### config.mk
export PLATFORM = sky130hd
export DESIGN_NAME = upd78xx_muldiv
export DESIGN_NICKNAME = d
export VERILOG_FILES = /design/src/rtl/upd78xx_muldiv.sv
export SDC_FILE = /design/constraint.sdc
export NUM_CORES = 1
export LEC_CHECK = 0
export CAP_MARGIN = 15
export CORE_ASPECT_RATIO = 0.8
export CORE_MARGIN = 5
export CORE_UTILIZATION = 40
export CTS_CLUSTER_SIZE = 8
export DETAILED_ROUTE_END_ITERATION = 16
export PLACE_DENSITY = 0.7
export RECOVER_POWER = 50
export SKIP_LAST_GASP = 1
export SYNTH_ARGS = -nofsm -noshare
export SYNTH_HDL_FRONTEND = slang
export SYNTH_SLANG_ARGS = --single-unit
### constraint.sdc
create_clock -name CLK -period 4.33 [get_ports CLK]
set_input_delay 0.866 -clock CLK [delete_from_list [all_inputs] [get_ports CLK]]
set_output_delay 0.866 -clock CLK [all_outputs]
set_load 0.02 [all_outputs]
### src/rtl/upd78xx_muldiv.sv
// Sequential radix-2^BPS multiply/divide engine for the uPD78xx ALU.
// State advances only on CE; results hold in DONE until the next accepted START.
module upd78xx_muldiv #(
   parameter int W   = 8,  // operand width, >= 4
   parameter int BPS = 1   // bits retired per step, must divide W
) (
   input  logic           CLK,
   input  logic           RESETB,
   input  logic           CE,
   input  logic           START,
   input  logic [1:0]     OP,
   input  logic [2*W-1:0] A_I,
   input  logic [W-1:0]   B_I,
   output logic           BUSY,
   output logic           DONE,
   output logic [2*W-1:0] P_O,
   output logic [W-1:0]   R_O,
   output logic           DZ
);

   localparam int NMUL = W / BPS;
   localparam int NDIV = 2 * W / BPS;
   localparam int CW   = $clog2(NDIV + 1);

   typedef enum logic [1:0] {S_IDLE, S_RUN, S_DONE} state_t;
   typedef enum logic [1:0] {OP_MULU = 2'b00, OP_DIVU = 2'b01,
                             OP_MULS = 2'b10, OP_NOP  = 2'b11} op_t;

   state_t         state_q, state_d;
   op_t            op_q, op_d, op_in;
   logic [2*W-1:0] acc_q, acc_d;      // MUL accumulator / DIV dividend-quotient shifter
   logic [2*W-1:0] mcand_q, mcand_d;
   logic [W-1:0]   b_q, b_d;          // MUL multiplier shifter / DIV divisor
   logic [W-1:0]   rem_q, rem_d;
   logic [CW-1:0]  cnt_q, cnt_d;
   logic           neg_q, neg_d, dz_q, dz_d;

   logic           accept, run_step, last_step;
   logic [W-1:0]   a_lo, a_mag, b_mag;
   logic [2*W-1:0] mul_acc, div_q;
   logic [W:0]     div_r;

   assign op_in     = op_t'(OP);
   assign accept    = CE && START && (state_q != S_RUN);
   assign run_step  = CE && (state_q == S_RUN);
   assign last_step = run_step && (cnt_q == CW'(1));

   // MULS works on magnitudes; the product sign is reapplied on the last step.
   assign a_lo  = A_I[W-1:0];
   assign a_mag = (op_in == OP_MULS && a_lo[W-1]) ? -a_lo : a_lo;
   assign b_mag = (op_in == OP_MULS && B_I[W-1])  ? -B_I  : B_I;

   // NOTE: every always_comb output gets a default first so no latch is inferred.
   always_comb begin
      state_d = state_q;
      unique case (state_q)
         S_IDLE, S_DONE: if (accept) state_d = S_RUN;
         S_RUN:          if (last_step) state_d = S_DONE;
         default:        state_d = S_IDLE;
      endcase
   end

   always_comb begin
      acc_d   = acc_q;
      mcand_d = mcand_q;
      b_d     = b_q;
      rem_d   = rem_q;
      cnt_d   = cnt_q;
      op_d    = op_q;
      neg_d   = neg_q;
      dz_d    = dz_q;

      mul_acc = acc_q;
      for (int i = 0; i < BPS; i++)
         if (b_q[i]) mul_acc = mul_acc + (mcand_q << i);

      div_r = {1'b0, rem_q};
      div_q = acc_q;
      for (int i = 0; i < BPS; i++) begin
         div_r = {div_r[W-1:0], div_q[2*W-1]};
         div_q = {div_q[2*W-2:0], 1'b0};
         if (div_r >= {1'b0, b_q}) begin
            div_r    = div_r - {1'b0, b_q};
            div_q[0] = 1'b1;
         end
      end

      if (accept) begin
         op_d    = op_in;
         acc_d   = '0;
         rem_d   = '0;
         mcand_d = {{W{1'b0}}, a_mag};
         b_d     = B_I;
         neg_d   = 1'b0;
         dz_d    = 1'b0;
         unique case (op_in)
            OP_MULU: cnt_d = CW'(NMUL);
            OP_MULS: begin
               b_d   = b_mag;
               neg_d = a_lo[W-1] ^ B_I[W-1];
               cnt_d = CW'(NMUL);
            end
            OP_DIVU: begin
               if (B_I == '0) begin
                  acc_d = '1;
                  rem_d = a_lo;
                  dz_d  = 1'b1;
                  cnt_d = CW'(1);
               end else begin
                  acc_d = A_I;
                  cnt_d = CW'(NDIV);
               end
            end
            default: cnt_d = CW'(1);
         endcase
      end else if (run_step) begin
         cnt_d = cnt_q - CW'(1);
         unique case (op_q)
            OP_MULU, OP_MULS: begin
               acc_d   = (last_step && neg_q) ? -mul_acc : mul_acc;
               mcand_d = mcand_q << BPS;
               b_d     = b_q >> BPS;
            end
            OP_DIVU: begin
               if (!dz_q) begin
                  acc_d = div_q;
                  rem_d = div_r[W-1:0];
               end
            end
            default: ;
         endcase
      end
   end

   always_ff @(posedge CLK or negedge RESETB) begin
      if (!RESETB) begin
         state_q <= S_IDLE;
      end else begin
         state_q <= state_d;
      end
   end

   // NOTE: datapath registers are reset too, so no partial result outlives a reset.
   always_ff @(posedge CLK or negedge RESETB) begin
      if (!RESETB) begin
         op_q    <= OP_MULU;
         acc_q   <= '0;
         mcand_q <= '0;
         b_q     <= '0;
         rem_q   <= '0;
         cnt_q   <= '0;
         neg_q   <= 1'b0;
         dz_q    <= 1'b0;
      end else begin
         op_q    <= op_d;
         acc_q   <= acc_d;
         mcand_q <= mcand_d;
         b_q     <= b_d;
         rem_q   <= rem_d;
         cnt_q   <= cnt_d;
         neg_q   <= neg_d;
         dz_q    <= dz_d;
      end
   end

   assign BUSY = (state_q == S_RUN);
   assign DONE = (state_q == S_DONE);
   assign P_O  = acc_q;
   assign R_O  = rem_q;
   assign DZ   = dz_q;

endmodule

==> results.md <==
- Ant. Diodes: 0
- RSZ-0062 raised after global routing: no
- Minimum clock period: 3.57 ns
- CTS Hold Bufs: 0
- Largest net degree at the start of global routing: 48
- Final ANT Viol Nets: 0
- Starting Density: 40.3%
- Clock slew at reported path FFs: 0.05 ns
- Max_slew headroom: 17.0%
- First-pass GRT wire length: 22.9 mm
- Final cell count without fillers: 830
- CTS root buf: clkbuf_16
- Area post-placement: 5570 µm²
- Synthesized instance count: 620
- Post-CTS Setup Inserts: 0
- Fin nets: 733
- Mean cell area of the mapped netlist: 7.85 µm²
- DRC: 0
- Number of flops mapped to enable cells by yosys: 0
- Initial antenna violation count: 0
- All-layer global routing usage: 19.7%
- Measured slew at the worst slew-check pin: 1.24 ns
- IO Count: 57
- Port Buffers: 56
- Final wirelength: 13.9 mm
- Leading area contributor after synthesis: dfrtp_1
- CTS Buf Count: 9
- Clk Latency, worst-skew pair: 0.34 ns
- Worst Path Required: 4.59 ns
- Synth Cell Area: 4870 µm²
- Fin area: 5820 µm²
- FP Rows: 36
- Hold Path Class: register to register
- Post-synthesis net count: 680
- Layout area overhead: 19.6%
- HPWL after DPL: 10.4 mm
- Max Cap Viol: 0
- FF+latch count, synth: 59
- Clock Sinks: 59
- Area contributors post-synth: dfrtp_1 30%, o21ai_0 7.9%, ha_1 7.2%, nand2_1 7.1%, a21oi_1 6.5%
- Max VDD drop: 0.000272 V
- Distinct cells, synth: 69
- DIE HEIGHT: 109 µm
- Placed Cells: 813
- Cell Pwr Density: 824 nW/µm²
- DR iter-0 viols: 446
- CP arrival: 3.83 ns
- Cts repair resizes: 0
- Commonest non-fill, non-tap cell in the layout: nand2_1
- Final Slew Violations: 0
- Synth async-reset ratio: 100%
- Type of origin of the critical path: register
- Via count: 4,748
- Vias in the first global route: 4,522
- Fin Setup TNS: 0 ns
- Leak pwr: 2.48 nW
- Clock Path Buffers: 2
- Setup violations, final: 0
- Register area share after synthesis: 30.3%
- Die W: 133 µm
- Commonest non-fill, non-tap cells in the layout: 92 x nand2_1, 77 x o21ai_0, 63 x a21oi_1
- Core ar.: 12,100 µm²
- Layout cell share with drive strength beyond 1: 6.05%
- Die footprint: 14,500 µm²
- Status: complete, no violations
- Setup crit end kind: register
- Total congestion overflow: 0
- CTS tree: yes
- Max Clock Skew: 0.00734 ns
- Setup Crit Path Kind: register to register
- Drt wl/cell: 16.7 µm
- Final Cycle Share: 82.4%
- Vias/cell: 5.72
- H-Tree Depth: 3
- Fmax: 280 MHz
- Synth top area share: 30.3%
- CP Max Fanout: 5
- Yosys warns: 0
- Hold Vio Cnt, Final: 0
- Top FF cell, synth: dfrtp_1
- GPL Wtd Cong: 0.897
- First drt pass iteration count: 5
- Reg2reg setup slack: 0.76 ns
## kinds of logic after synthesis
logic type | share of synthesized area [%]
AOI/OAI and AO/OA | 26.4
xor gates and xnor gates | 5.50
and+or+nand+nor | 22.0
muxes | 2.93
buffers and inverters | 4.78
adders and majority gates | 8.02
DFF | 30.3
## cell usage after synthesis (4+ instances only)
cell type  count
nand2_1       92
o21ai_0       77
a21oi_1       63
dfrtp_1       59
nor2_1        53
ha_1          28
inv_1         24
nand3_1       19
clkbuf_1      18
nor3_1        16
xor2_1        15
xnor2_1       13
a31oi_1       12
mux2i_1       12
nand2b_1       8
a21o_1         7
nor2b_1        6
o211ai_1       6
o21a_1         6
or3_1          6
and2_1         4
and3_1         4
clkbuf_8       4
## state kept, by name (all words and copies together), names as in the netlist
name     count
state_q      2
DZ           1
R_O          8
op_q         2
neg_q        1
b_q          8
mcand_q     16
cnt_q        5
P_O         16
## power by group
group          total, mW  switching [mW]  internal (mW)
combinational       3.04            1.72           1.32
sequential          1.11           0.323          0.788
clock              0.648           0.265          0.384
total               4.80            2.31           2.49
## cell type report
cell class              count  area [µm²]
clock inverters             5        30.0
well taps                 152         190
fillers                  1174        6250
multi-input cells         512        3170
flip-flops and latches     59        1480
inverters                  24        90.1
clock buffers              11         233
repair buffers             67         629
## stage by stage
stage	setup WS [ns]	power (mW)	hold WS (ns)	util (%)
final	0.761	4.80	0.503	48.2
after CTS	0.763	4.81	0.504	48.3
after global placement	0.888	4.07	0.484	46.1
after global routing	0.587	5.26	0.531	48.2
after floorplan	0.932	3.34	0.452	-
after detailed placement	0.795	4.14	0.497	46.1
## critical path, cell delays in order (launching register included)
cell and delay (ns):
dfrtp_1 0.41, ha_1 0.24, fa_1 0.42, a211oi_2 0.28, nor2_1 0.10, xor2_1 0.16
o31a_1 0.34, or4b_4 0.60, nor4b_4 0.29, a31oi_1 0.15, xnor3_1 0.36, a21oi_1 0.14
## final timing paths
check,from,end,depth (start not counted)
worst max register to register,P_O[0],P_O[15],11
min in group asynchronous,RESETB,P_O[2],1
worst max-delay path,P_O[0],P_O[15],11
worst min register to register,state_q[0],state_q[0],1
worst min-delay path,state_q[0],state_q[0],1
max in group asynchronous,RESETB,mcand_q[13],2
## metal layers
| metal | share of wire [%] | vias up | global-route usage (%) |
|---|---|---|---|
| li1 | - | 2334 | - |
| met1 | 48 | 2244 | 27.5 |
| met2 | 44 | 146 | 30.8 |
| met3 | 6.3 | 24 | 4.34 |
| met4 | 1.8 | 0 | 6.46 |
| met5 | 0 | - | 0 |
(Power assumes the default switching activity.)
